==> src/rtl/game_timer.sv <==
`default_nettype none
// ============================================================================
//  Module   : game_timer
//  Brief    : Game timekeeper. Runs the pre-game countdown in WAIT and the
//             BCD min:sec countdown in GAME. Reports pre-countdown completion
//             and timeout to the game FSM. Drives the 4-digit display word.
//  Revision : 1.0  initial release
// ============================================================================
module game_timer #(
    parameter int TICK_DIV   = 100_000_000,  // clk cycles per 1 s tick
    parameter int PRE_SEC    = 3,            // pre-game countdown, 1..9
    parameter int START_MIN  = 4,            // start minutes digit, 0..9
    parameter int START_SECT = 4,            // start tens-of-seconds, 0..5
    parameter int START_SECO = 4             // start ones-of-seconds, 0..9
) (
    input  logic        clk,
    input  logic        rst,        // asynchronous, active-high
    input  logic [2:0]  state,      // INIT=0 WAIT=1 GAME=2 WIN=3 LOSE=4
    output logic        wait_done,  // 1-cycle pulse when pre-countdown hits 0
    output logic        time_up,    // high while in GAME at 0:00
    output logic [15:0] num         // {d3,d2,d1,d0}; 4'd10 shows a dash
);

    // A one-cycle-per-tick divider still needs a 1-bit counter.
    localparam int PW = (TICK_DIV > 1) ? $clog2(TICK_DIV) : 1;

    localparam logic [PW-1:0] c_PRESC_TOP = PW'(TICK_DIV - 1);
    localparam logic [3:0]    c_PRE       = 4'(PRE_SEC);
    localparam logic [3:0]    c_MIN       = 4'(START_MIN);
    localparam logic [3:0]    c_SECT      = 4'(START_SECT);
    localparam logic [3:0]    c_SECO      = 4'(START_SECO);
    localparam logic [3:0]    c_DASH      = 4'd10;
    localparam logic [15:0]   c_ALL_DASH  = 16'hAAAA;

    localparam logic [2:0] c_INIT = 3'd0;
    localparam logic [2:0] c_WAIT = 3'd1;
    localparam logic [2:0] c_GAME = 3'd2;
    localparam logic [2:0] c_WIN  = 3'd3;

    logic [2:0]    r_prev_state;
    logic [PW-1:0] r_presc;
    logic [3:0]    r_pre_cnt;
    logic [3:0]    r_min;
    logic [3:0]    r_sect;
    logic [3:0]    r_seco;
    logic          r_wait_done;
    logic          r_time_up;
    logic [15:0]   r_num;

    logic          w_state_chg;
    logic          w_run;
    logic          w_tick;
    logic          w_reload;
    logic          w_at_zero;
    logic [3:0]    w_min_dec;
    logic [3:0]    w_sect_dec;
    logic [3:0]    w_seco_dec;

    // A state change always beats a tick landing in the same cycle, so the
    // tick strobe is suppressed whenever the state input has just moved.
    assign w_state_chg = (state != r_prev_state);
    assign w_run       = (state == c_WAIT) || (state == c_GAME);
    assign w_tick      = w_run && !w_state_chg && (r_presc == c_PRESC_TOP);

    // INIT keeps everything primed; entering WAIT from anywhere rearms a game.
    assign w_reload    = (state == c_INIT) || (w_state_chg && (state == c_WAIT));

    assign w_at_zero   = (r_min == 4'd0) && (r_sect == 4'd0) && (r_seco == 4'd0);

    // BCD borrow chain for one second; holds at 0:00 instead of wrapping.
    always_comb begin
        w_min_dec  = r_min;
        w_sect_dec = r_sect;
        w_seco_dec = r_seco;
        if (!w_at_zero) begin
            if (r_seco != 4'd0) begin
                w_seco_dec = r_seco - 4'd1;
            end else begin
                w_seco_dec = 4'd9;
                if (r_sect != 4'd0) begin
                    w_sect_dec = r_sect - 4'd1;
                end else begin
                    w_sect_dec = 4'd5;
                    w_min_dec  = r_min - 4'd1;
                end
            end
        end
    end

    // Remember last cycle's state so transitions can be detected.
    always_ff @(posedge clk or posedge rst) begin
        if (rst) begin
            r_prev_state <= c_INIT;
        end else begin
            r_prev_state <= state;
        end
    end

    // One-second prescaler: runs only in WAIT/GAME, restarts on any transition.
    always_ff @(posedge clk or posedge rst) begin
        if (rst) begin
            r_presc <= '0;
        end else if (w_state_chg || !w_run || (r_presc == c_PRESC_TOP)) begin
            r_presc <= '0;
        end else begin
            r_presc <= r_presc + PW'(1);
        end
    end

    // Pre-game countdown with a single completion pulse on the 1->0 step.
    always_ff @(posedge clk or posedge rst) begin
        if (rst) begin
            r_pre_cnt   <= c_PRE;
            r_wait_done <= 1'b0;
        end else begin
            r_wait_done <= 1'b0;
            if (w_reload) begin
                r_pre_cnt <= c_PRE;
            end else if ((state == c_WAIT) && w_tick && (r_pre_cnt != 4'd0)) begin
                r_pre_cnt <= r_pre_cnt - 4'd1;
                if (r_pre_cnt == 4'd1) begin
                    r_wait_done <= 1'b1;
                end
            end
        end
    end

    // Game clock digits: reload when armed, count down once per GAME tick.
    always_ff @(posedge clk or posedge rst) begin
        if (rst) begin
            r_min  <= c_MIN;
            r_sect <= c_SECT;
            r_seco <= c_SECO;
        end else if (w_reload) begin
            r_min  <= c_MIN;
            r_sect <= c_SECT;
            r_seco <= c_SECO;
        end else if ((state == c_GAME) && w_tick) begin
            r_min  <= w_min_dec;
            r_sect <= w_sect_dec;
            r_seco <= w_seco_dec;
        end
    end

    // Registered timeout flag and display word, built from the current
    // counter registers so they trail a state or digit change by one cycle.
    always_ff @(posedge clk or posedge rst) begin
        if (rst) begin
            r_time_up <= 1'b0;
            r_num     <= c_ALL_DASH;
        end else begin
            r_time_up <= (state == c_GAME) && w_at_zero;
            case (state)
                c_WAIT:         r_num <= {c_DASH, c_DASH, c_DASH, r_pre_cnt};
                c_GAME, c_WIN:  r_num <= {4'd0, r_min, r_sect, r_seco};
                default:        r_num <= c_ALL_DASH;
            endcase
        end
    end

    assign wait_done = r_wait_done;
    assign time_up   = r_time_up;
    assign num       = r_num;

endmodule
`default_nettype wire

==> config.mk <==
export PLATFORM = sky130hd
export DESIGN_NAME = game_timer
export DESIGN_NICKNAME = d
export VERILOG_FILES = /design/src/rtl/game_timer.sv
export SDC_FILE = /design/constraint.sdc
export NUM_CORES = 1
export LEC_CHECK = 0
export ABC_CLOCK_PERIOD_IN_PS = 3800
export BUFFER_PORTS_ARGS = -buffer_cell sky130_fd_sc_hd__buf_2
export CELL_PAD_IN_SITES_DETAIL_PLACEMENT = 0
export CELL_PAD_IN_SITES_GLOBAL_PLACEMENT = 1
export CORE_MARGIN = 2
export CORE_UTILIZATION = 29
export DETAILED_ROUTE_END_ITERATION = 8
export GPL_ROUTABILITY_DRIVEN = 0
export PLACE_DENSITY = 0.53
export SLEW_MARGIN = 20
export SYNTH_ARGS = -nofsm -noshare
export SYNTH_HDL_FRONTEND = slang
export SYNTH_SLANG_ARGS = --single-unit
==> constraint.sdc <==
create_clock -name clk -period 3.8 [get_ports clk]
set_input_delay 0 -clock clk [delete_from_list [all_inputs] [get_ports clk]]
set_output_delay 0 -clock clk [all_outputs]
set_load 0.02 [all_outputs]
### Word level (Yosys, flattened, before mapping)

Index checks and enable logic that the tools add are counted.

| word-level totals | value |
|---|---|
| output and inout bits | 18 |
| register bits after elaboration | 64 |
| logic and storage cells | 72 |
| input port bits | 5 |

| operators by class | value |
|---|---|
| multiplexer cells | 21 |
| reductions and logical operators | 28 |
| add/sub/neg operators | 5 |
| equal/unequal tests | 9 |

Operator list:

| operator | number |
|---|---|
| $mux W4 | 16 |
| $pmux W16 S2 | 1 |
| $add A27 B1 Y27 const B | 1 |
| $eq A27 B27 Y1 const B | 1 |
| $mux W27 | 1 |
| $sub A4 B1 Y4 const B | 4 |
| $logic_not A4 Y1 | 3 |
| $reduce_bool A4 Y1 | 3 |
| $logic_and A1 B1 Y1 | 9 |
| $eq A3 B2 Y1 const B | 2 |
| $ne A2 B2 Y1 const B | 3 |
| $eq A4 B1 Y1 const B | 1 |
| $logic_or A1 B1 Y1 | 4 |
| $reduce_and A4 Y1 | 1 |
| $reduce_bool A2 Y1 | 2 |
| $eq A3 B1 Y1 const B | 1 |
| $logic_not A3 Y1 | 1 |
| $mux W1 | 3 |
| $ne A3 B3 Y1 | 1 |
| $reduce_and A3 Y1 | 1 |
| $logic_not A1 Y1 | 2 |
| $reduce_and A2 Y1 | 1 |
| $reduce_or A2 Y1 | 1 |

### Logic depth before layout (Yosys ltp)

Gate-level depths: netlist of run 1.

| logic depth | value |
|---|---|
| depth after elaboration | 8 |
| depth in mapped cells | 8 |

### Least setup slack after synthesis of run 1

OpenSTA, ideal clock, no wires.

| path | value |
|---|---|
| kind | flip-flop to flip-flop |
| start point | reg r_sect[0] |
| end point | reg r_seco[3] |
| stages on the path, launching flop included | 9 |
| data required time | 3,704 ps |
| data arrival time | 1,874 ps |
| clock period less this slack | 1,969 ps |
| slack | 1,831 ps |
| cells stage by stage | dfrtp_1 -> inv_1 -> ha_1 -> nor3b_2 -> and4b_1 -> nor4_4 -> buf_6 -> a21oi_2 -> a311oi_2 |

| between the ends | value |
|---|---|
| cells in the longest elaborated chain, start to end | 5 |

Ends and longest elaborated chain:

| what | RTL line | text |
|---|---|---|
| start: declaration | 44 | `logic [3:0] r_sect;` |
| start signal: assignment | 132 | `r_sect <= c_SECT;` |
| start signal: assignment | 136 | `r_sect <= c_SECT;` |
| start signal: assignment | 140 | `r_sect <= w_sect_dec;` |
| $logic_not A4 Y1 | 68 | `assign w_at_zero = (r_min == 4'd0) && (r_sect == 4'd0) && (r_seco == 4'd0);` |
| $logic_and A1 B1 Y1 (2 in a row) | 68 |  |
| $ne A2 B2 Y1 (no source line) | n/a |  |
| $reduce_and A2 Y1 (no source line) | n/a |  |
| end signal: assignment | 133 | `r_seco <= c_SECO;` |
| end signal: assignment | 137 | `r_seco <= c_SECO;` |
| end signal: assignment | 141 | `r_seco <= w_seco_dec;` |
| end: declaration | 45 | `logic [3:0] r_seco;` |

No other way between the ends.
A chain may end at the register's enable or synchronous reset.

### Final worst setup path of run 1

| path | value |
|---|---|
| start point | reg r_seco[0] |
| end point | reg r_sect[1] |

| between the ends | value |
|---|---|
| cells in the longest elaborated chain, start to end | 4 |
| elaborated cells between the ends (all ways) | 6 |
| classes of those cells | 2 x eq/ne; 4 x reduce/logical |

Ends and longest elaborated chain:

| what | RTL line |
|---|---|
| $logic_not A4 Y1 | 68 |
| $logic_and A1 B1 Y1 | 68 |
| $ne A2 B2 Y1 (no source line) | n/a |
| $reduce_and A3 Y1 (no source line) (*) | n/a |

Every way passes the cells marked *; elsewhere a longest branch is shown, timed or not.

==> impl_metrics.csv, run 1 <==
group,metric,value,unit
floorplanning,die_w,108,µm
worst_setup_path,end_kind,"flip-flop",
floorplanning,ios,23,
sta,slew-limit-headroom,39.0,%
drt,drc,0,
pwr,p_switching,330,µW
synthesis,syn_inst,306,
global_routing,grt_pass1_wl,12200,µm
sta,timing.fmax,0.382,GHz
cts,clock-sinks,61,
drt,drtIter0Drc,123,
worst_setup_path,crit_slowest_cell,"nor4_4",
sta,setup-violations-final,0,
global_routing,grt_pass1_vias,2271,
drt,antenna_left,0,
pwr,seqPwrFrac,53.6,%
synthesis,synth_area_leaders,"dfrtp_1 39%, dfstp_2 10%, nor2_1 5.8%",
status,run_status,"completed",
synthesis,syn_avg_cell_area,10.2,µm²
layout,final_util,34.0,%
cts,cts_tree,"built",
sta,clock_skew,6.20,ps
cts,root_buffer,"clkbuf_8",
pwr,p_leak,0.00148,µW
worst_setup_path,critical_path.max_fanout,15,
floorplanning,die_h,108,µm
global_routing,antenna_found_initial,0,
cts,ctsHtreeMaxLevel,3,
worst_hold_path,hold_class,"in2async",
floorplanning,start_util,30.0,%
sta,rsz0062_at_grt,"no",
pwr,internal_power,908,µW
worst_setup_path,slowest_delay,780,ps
floorplanning,dieArea,0.0116,mm²
sta,fin_tns_setup,0,ps
placed_design,io_buffer_count,20,
synthesis,seq_area_frac_synth,49.3,%
worst_setup_path,critPathRequiredTime,4050,ps
synthesis,synth_top_area_share,39.2,%
drt,firstDrtPassIters,4,
worst_setup_path,arrival,2860,ps
synthesis,synthFlopType,"dfrtp_1",
synthesis,synth_top_cell_by_area,"dfrtp_1",
cts,max-clock-path-buffers,2,
global_routing,track_usage,13.6,%
synthesis,yosysUniqueCellTypes,52,
layout,fill_cells,1096,
layout,multi_input_area,0.00146,mm²
drt,finalWirelength,7020,µm
pwr,p_per_area,350,mW/mm²
cts,postCtsSetupRepairBufs,0,
layout,area_growth,13.2,%
sta,slew_violations,0,
synthesis,yosysMostFrequentCell,"dfrtp_1",
floorplanning,row_count,37,
sta,fin_crit,2620,ps
layout,diodes,0,
synthesis,synthArstFlopShare,100,%
worst_setup_path,worstSetupPathType,"reg2reg",
cts,clk_pin_slew,80,ps
pwr,ir_worst_vdd,0.118,mV
synthesis,synth_edf_count,0,
drt,detail_route.wl_per_cell,14.9,µm
synthesis,synth-seq-cells,61,
cts,cts_buffers,9,
floorplanning,core-area,0.0104,mm²
worst_setup_path,timing.reg2reg.setup_slack,1180,ps
sta,hold_viol,0,
layout,regArea,0.00154,mm²
worst_setup_path,path_cells,"inv_1 -> ha_1 -> nor3b_1 -> buf_4 -> and4b_1 -> nor4_4 -> a211oi_1 -> a31o_2",
pwr,switching_share,26.7,%
cts,cts_resized,0,
global_routing,gr-total-overflow,0,
pwr,p_comb_share,5.0,%
global_routing,grt_max_degree,34,
drt,vias,2284,
sta,holdWs,279,ps
pwr,clkPwrFrac,41.4,%
synthesis,ys_warn_count,0,
cts,clock_latency,350,ps
run,cap_violations,0,
layout,final_nets,342,
sta,post-route-period-util,68.9,%
layout,drive_above_1_share,20.0,%
synthesis,netlist_area,0.00313,mm²
placed_design,detailed_place_hpwl,4580,µm
synthesis,yosys-top-cells-count,"49 x dfrtp_1, 48 x nor2_1, 19 x xor2_1",
sta,tightest_slew,914,ps
drt,avgViaCountPerCell,4.85,
cts,hold_buffers,4,
worst_setup_path,startpoint_type,"flip-flop",
[area by class of cell]
cell class / count / area share, %
repair buffers: 26 / 4.38
flip-flops and latches: 61 / 43.5
multi-input cells: 218 / 41.1
clock inverters: 7 / 1.20
inverters: 14 / 1.48
clock buffers: 9 / 3.50
well taps: 136 / 4.80
[path summary, 6_finish.rpt]
kind	depth (start not counted)	startpoint	endpoint
worst max-delay path	8	r_seco[0]	r_sect[1]
worst min-delay path	3	rst	r_presc[2]
worst max register to register	8	r_seco[0]	r_sect[1]
worst min register to register	1	r_presc[0]	r_presc[0]
max in group asynchronous	4	rst	r_seco[2]
min in group clk	2	state[2]	r_prev_state[2]
[stage by stage]
stage               setup slack [ps]  power, µW  instances  area (µm²)
finish                          1180       1240        471        3540
global route                     982       1300        471        3540
CTS                             1210       1260        471        3540
detailed placement              1220        736        451        3340
global placement                1280        736        451        3340
floorplan                       1830        718        307        3130
[cell usage in the layout, fill, tap and decap left out, drive strengths merged, types with 9 or more instances in the layout]
cell / instances
inv: 14
buf: 22
dfstp: 12
nand4: 13
xnor2: 9
a21oi: 9
nand3: 16
nand2: 15
dfrtp: 49
clkbuf: 9
xor2: 19
nor2: 48
[per-layer routing]
metal / up-vias / share of wire, % / track usage (%) / wire length, µm
met5: - / 0 / 0 / 0
met4: 0 / 1.9 / 5.59 / 132
met3: 11 / 3.4 / 3.21 / 242
met2: 34 / 42 / 18.7 / 2910
met1: 1127 / 53 / 20.3 / 3730
li1: 1112 / - / - / -
[registers in the layout, indices dropped and copies added (netlist names)]
signal / flops
r_presc: 27
r_seco: 4
r_sect: 4
wait_done: 1
r_prev_state: 3
r_pre_cnt: 4
r_min: 4
time_up: 1
num: 13
[critical path, delay by kind of cell, from the launching register on]
kind            cells  cell delay (ps)
flops               1              410
simple gates        3             1190
fa+ha+maj           1              240
compound gates      2              410
buf+inv             2              260
[cell families (layout without fill, tap and decap cells)]
family          count (synthesis)  after routing  share of synthesized area (%)
simple gates                  151            151                           28.3
fa+ha+maj                       7              7                           2.80
mux                             3              3                           1.00
xor+xnor                       28             28                           7.84
other cells                     1              2                          0.120
compound gates                 27             27                           6.40
buf+inv                        28             56                           4.28
flops                          61             61                           49.3
[power by group through the flow]
stage	clock [µW]	combinational [µW]	sequential (µW)
finish	513	61.7	663
global route	562	70.3	665
CTS	529	63.8	664
detailed placement	0	60.8	676
global placement	0	61.1	675
floorplan	0	34.5	684
Power figures use the tool's default switching activity.
==> run 2: changes to the inputs <==
--- a/config.mk
+++ b/config.mk
@@ -5,7 +5,8 @@
 export SDC_FILE = /design/constraint.sdc
 export NUM_CORES = 1
 export LEC_CHECK = 0
-export ABC_CLOCK_PERIOD_IN_PS = 3800
+export ABC_AREA = 1
+export ABC_CLOCK_PERIOD_IN_PS = 2600
 export BUFFER_PORTS_ARGS = -buffer_cell sky130_fd_sc_hd__buf_2
 export CELL_PAD_IN_SITES_DETAIL_PLACEMENT = 0
 export CELL_PAD_IN_SITES_GLOBAL_PLACEMENT = 1
@@ -13,7 +14,7 @@
 export CORE_UTILIZATION = 29
 export DETAILED_ROUTE_END_ITERATION = 8
 export GPL_ROUTABILITY_DRIVEN = 0
-export PLACE_DENSITY = 0.53
+export PLACE_DENSITY = 0.54
 export SLEW_MARGIN = 20
 export SYNTH_ARGS = -nofsm -noshare
 export SYNTH_HDL_FRONTEND = slang
==> constraint.sdc (replaced) <==
create_clock -name clk -period 2.6 [get_ports clk]
set_input_delay 0 -clock clk [delete_from_list [all_inputs] [get_ports clk]]
set_output_delay 0 -clock clk [all_outputs]
set_load 0.02 [all_outputs]
==> run 2 against run 1 <==
Net effect: non-clock buffer count up 3; sequential cell count unchanged; synthesized cell count rose by 32%; global-route usage rose by 0.058 points; clock power rose by 120%; the flow now finishes with violations (DRC); core utilization up 1.0 points; register-to-register slack worse by 430 ps; maximum frequency up 42%.
==> impl_metrics.csv, run 2 <==
group,metric,value,unit
status,run_status,"complete, but fails checks",
status,violations,"DRC",
global_routing,antenna_found_initial,0,
floorplanning,ios,23,
cts,clock_latency,330,ps
sta,fin_tns_setup,0,ps
global_routing,grt.busiest_layer,"met2",
global_routing,use_met1,18.1,%
placed_design,detailed_place_hpwl,5950,µm
synthesis,synth_edf_count,0,
global_routing,grt_pass1_vias,2710,
synthesis,syn_inst,403,
synthesis,yosysUniqueCellTypes,37,
worst_setup_path,end_kind,"flip-flop",
pwr,seqPwrFrac,38.7,%
synthesis,netlist_area,0.00344,mm²
worst_setup_path,critical_path.max_fanout,7,
floorplanning,start_util,29.9,%
layout,final_nets,450,
sta,post-route-period-util,71.1,%
worst_setup_path,path_buf_inv,0,
sta,hold_viol,0,
sta,tightest_slew,560,ps
sta,setup-violations-final,0,
drt,drc,1,
pwr,internal_power,2080,µW
drt,detail_route.wl_per_cell,13.6,µm
worst_setup_path,arrival,2070,ps
sta,fin_crit,1850,ps
floorplanning,core-area,0.0115,mm²
pwr,p_leak,0.00177,µW
cts,cts_buffers,9,
layout,fill_cells,1215,
layout,area_growth,17.1,%
worst_hold_path,hold_class,"in2async",
global_routing,grt_util_met2,21.4,%
floorplanning,row_count,39,
floorplanning,dieArea,0.0128,mm²
synthesis,seq_area_frac_synth,44.8,%
synthesis,ys_warn_count,0,
pwr,clkPwrFrac,37.0,%
layout,multi_input_area,0.00163,mm²
layout,drive_above_1_share,23.3,%
layout,final_common_cell,"nand2_1",
pwr,p_switching,946,µW
cts,postCtsSetupRepairBufs,0,
run,cap_violations,0,
sta,slew_violations,0,
layout,diodes,0,
global_routing,grt_max_degree,26,
pwr,p_comb_share,24.3,%
worst_setup_path,cp_top_family,"simple AND/OR/NAND/NOR gates",
pwr,switching_share,31.3,%
synthesis,synth_area_leaders,"dfrtp_1 36%, dfstp_2 9.2%, nand2_1 7.2%",
drt,finalWirelength,7970,µm
drt,vias,2651,
synthesis,syn_avg_cell_area,8.54,µm²
layout,regMostFlops,"r_presc",
drt,drtIter0Drc,129,
global_routing,grt_pass1_wl,13700,µm
worst_setup_path,path_cells,"ha_1 -> nand3_2 -> nor2_4 -> nand2_1 -> nor2_4 -> nand3_2 -> nand2_8 -> nand3_4 -> nand2_1 -> nand2_1",
layout,layout_common_cells,"66 x nand2_1, 56 x inv_1, 49 x dfrtp_1",
sta,rsz0062_at_grt,"no",
worst_setup_path,crit_top_cell,"nand2_1",
cts,clk_pin_slew,50,ps
layout,largest_register_ffs,27,
cts,max-clock-path-buffers,2,
placed_design,dpl.cell_count,566,
placed_design,io_buffer_count,20,
floorplanning,die_h,113,µm
synthesis,synth_top_cell_by_area,"dfrtp_1",
synthesis,synth_top_area_share,35.6,%
sta,timing.fmax,0.541,GHz
worst_setup_path,worstSetupPathType,"reg2reg",
cts,clock-sinks,61,
worst_setup_path,critPathRequiredTime,2820,ps
cts,root_buffer,"clkbuf_16",
layout,final_cells,585,
worst_setup_path,crit_slowest_cell,"dfrtp_1",
cts,ctsHtreeMaxLevel,3,
synthesis,synth-seq-cells,61,
worst_setup_path,slowest_delay,400,ps
drt,antenna_left,0,
cts,cts_tree,"built",
sta,slew-limit-headroom,62.6,%
global_routing,gr-total-overflow,0,
layout,regArea,0.00154,mm²
pwr,ir_worst_vdd,0.366,mV
drt,avgViaCountPerCell,4.53,
worst_setup_path,startpoint_type,"flip-flop",
floorplanning,die_w,113,µm
synthesis,synthArstFlopShare,100,%
pwr,p_per_area,751,mW/mm²
synthesis,synthFlopType,"dfrtp_1",
global_routing,grt_util_met3,4.50,%
sta,clock_skew,5.62,ps
synthesis,yosysMostFrequentCell,"nand2_1",
synthesis,yosys-top-cells-count,"66 x nand2_1, 57 x inv_1, 49 x dfrtp_1",
global_routing,track_usage,13.7,%
drt,firstDrtPassIters,6,
run 2: changes by cell type in the layout (fill, tap and decap cells not counted), sizes merged, moves of 7 or more:
cell / delta
and3: -7
nor2: +13
o21ai: +14
nand2: +66
nor3: +11
and4: -8
inv: +46
nand3: +19
run 2: cell families after synthesis:
logic type | share of synthesized area [%]
simple gates | 32.8
buf+inv | 8.11
flops | 44.8
compound gates | 6.29
xor+xnor | 5.34
fa+ha+maj | 2.54
other cells | 0.109
run 2: routing by layer:
metal / vias to the layer above / wire length, µm / share of wire, %
li1: 1359 / - / -
met3: 7 / 245 / 3.1
met2: 37 / 3700 / 46
met4: 0 / 68 / 0.85
met5: - / 0 / 0
met1: 1248 / 3950 / 50
run 2: layout make-up:
cell class / count / area share [%]
Tap cell: 143 / 4.44
Clock buffer: 14 / 6.80
Clock inverter: 1 / 0.124
Sequential cell: 61 / 38.2
Multi-Input combinational cell: 276 / 40.3
Timing Repair Buffer: 29 / 4.41
Inverter: 61 / 5.68
run 2: path summary, 6_finish.rpt:
path / end / slack [ps] / start / depth (start not counted)
setup / recovery: r_min[1] / 750 / r_presc[0] / 10
setup reg to reg: r_min[1] / 750 / r_presc[0] / 10
hold reg to reg: r_min[1] / 480 / r_min[1] / 2
max in group asynchronous: num[1] / 1580 / rst / 4
min in group clk: r_prev_state[0] / 410 / state[0] / 2
hold / removal: num[6] / 270 / rst / 3
run 2: tightest hold or removal path, delay by kind of cell:
kind	cells	cell delay, ps
buf+inv	3	1060
run 2: timing repair:
item / CTS / global route
hold endpoints to repair: 25 / 0
hold buffers: 4 / 0
resized for setup: 0 / 0
run 2: stage by stage:
stage	total power (µW)	hold slack, ps	util, %	setup WS, ps	cell area [µm²]
after floorplan	1780	31.4	-	964	3450
after global placement	1920	80.4	32.2	761	3710
after detailed placement	1930	100	32.2	723	3710
after CTS	3090	281	35.0	724	4030
after global routing	3230	320	35.0	573	4030
final	3030	269	35.0	751	4030
run 2: power groups by stage:
stage / clock network, µW / registers [µW] / logic [µW]
final: 1120 / 1170 / 736
after global routing: 1200 / 1190 / 841
after CTS: 1160 / 1170 / 750
after detailed placement: 0 / 1190 / 743
after global placement: 0 / 1180 / 738
after floorplan: 0 / 1210 / 566
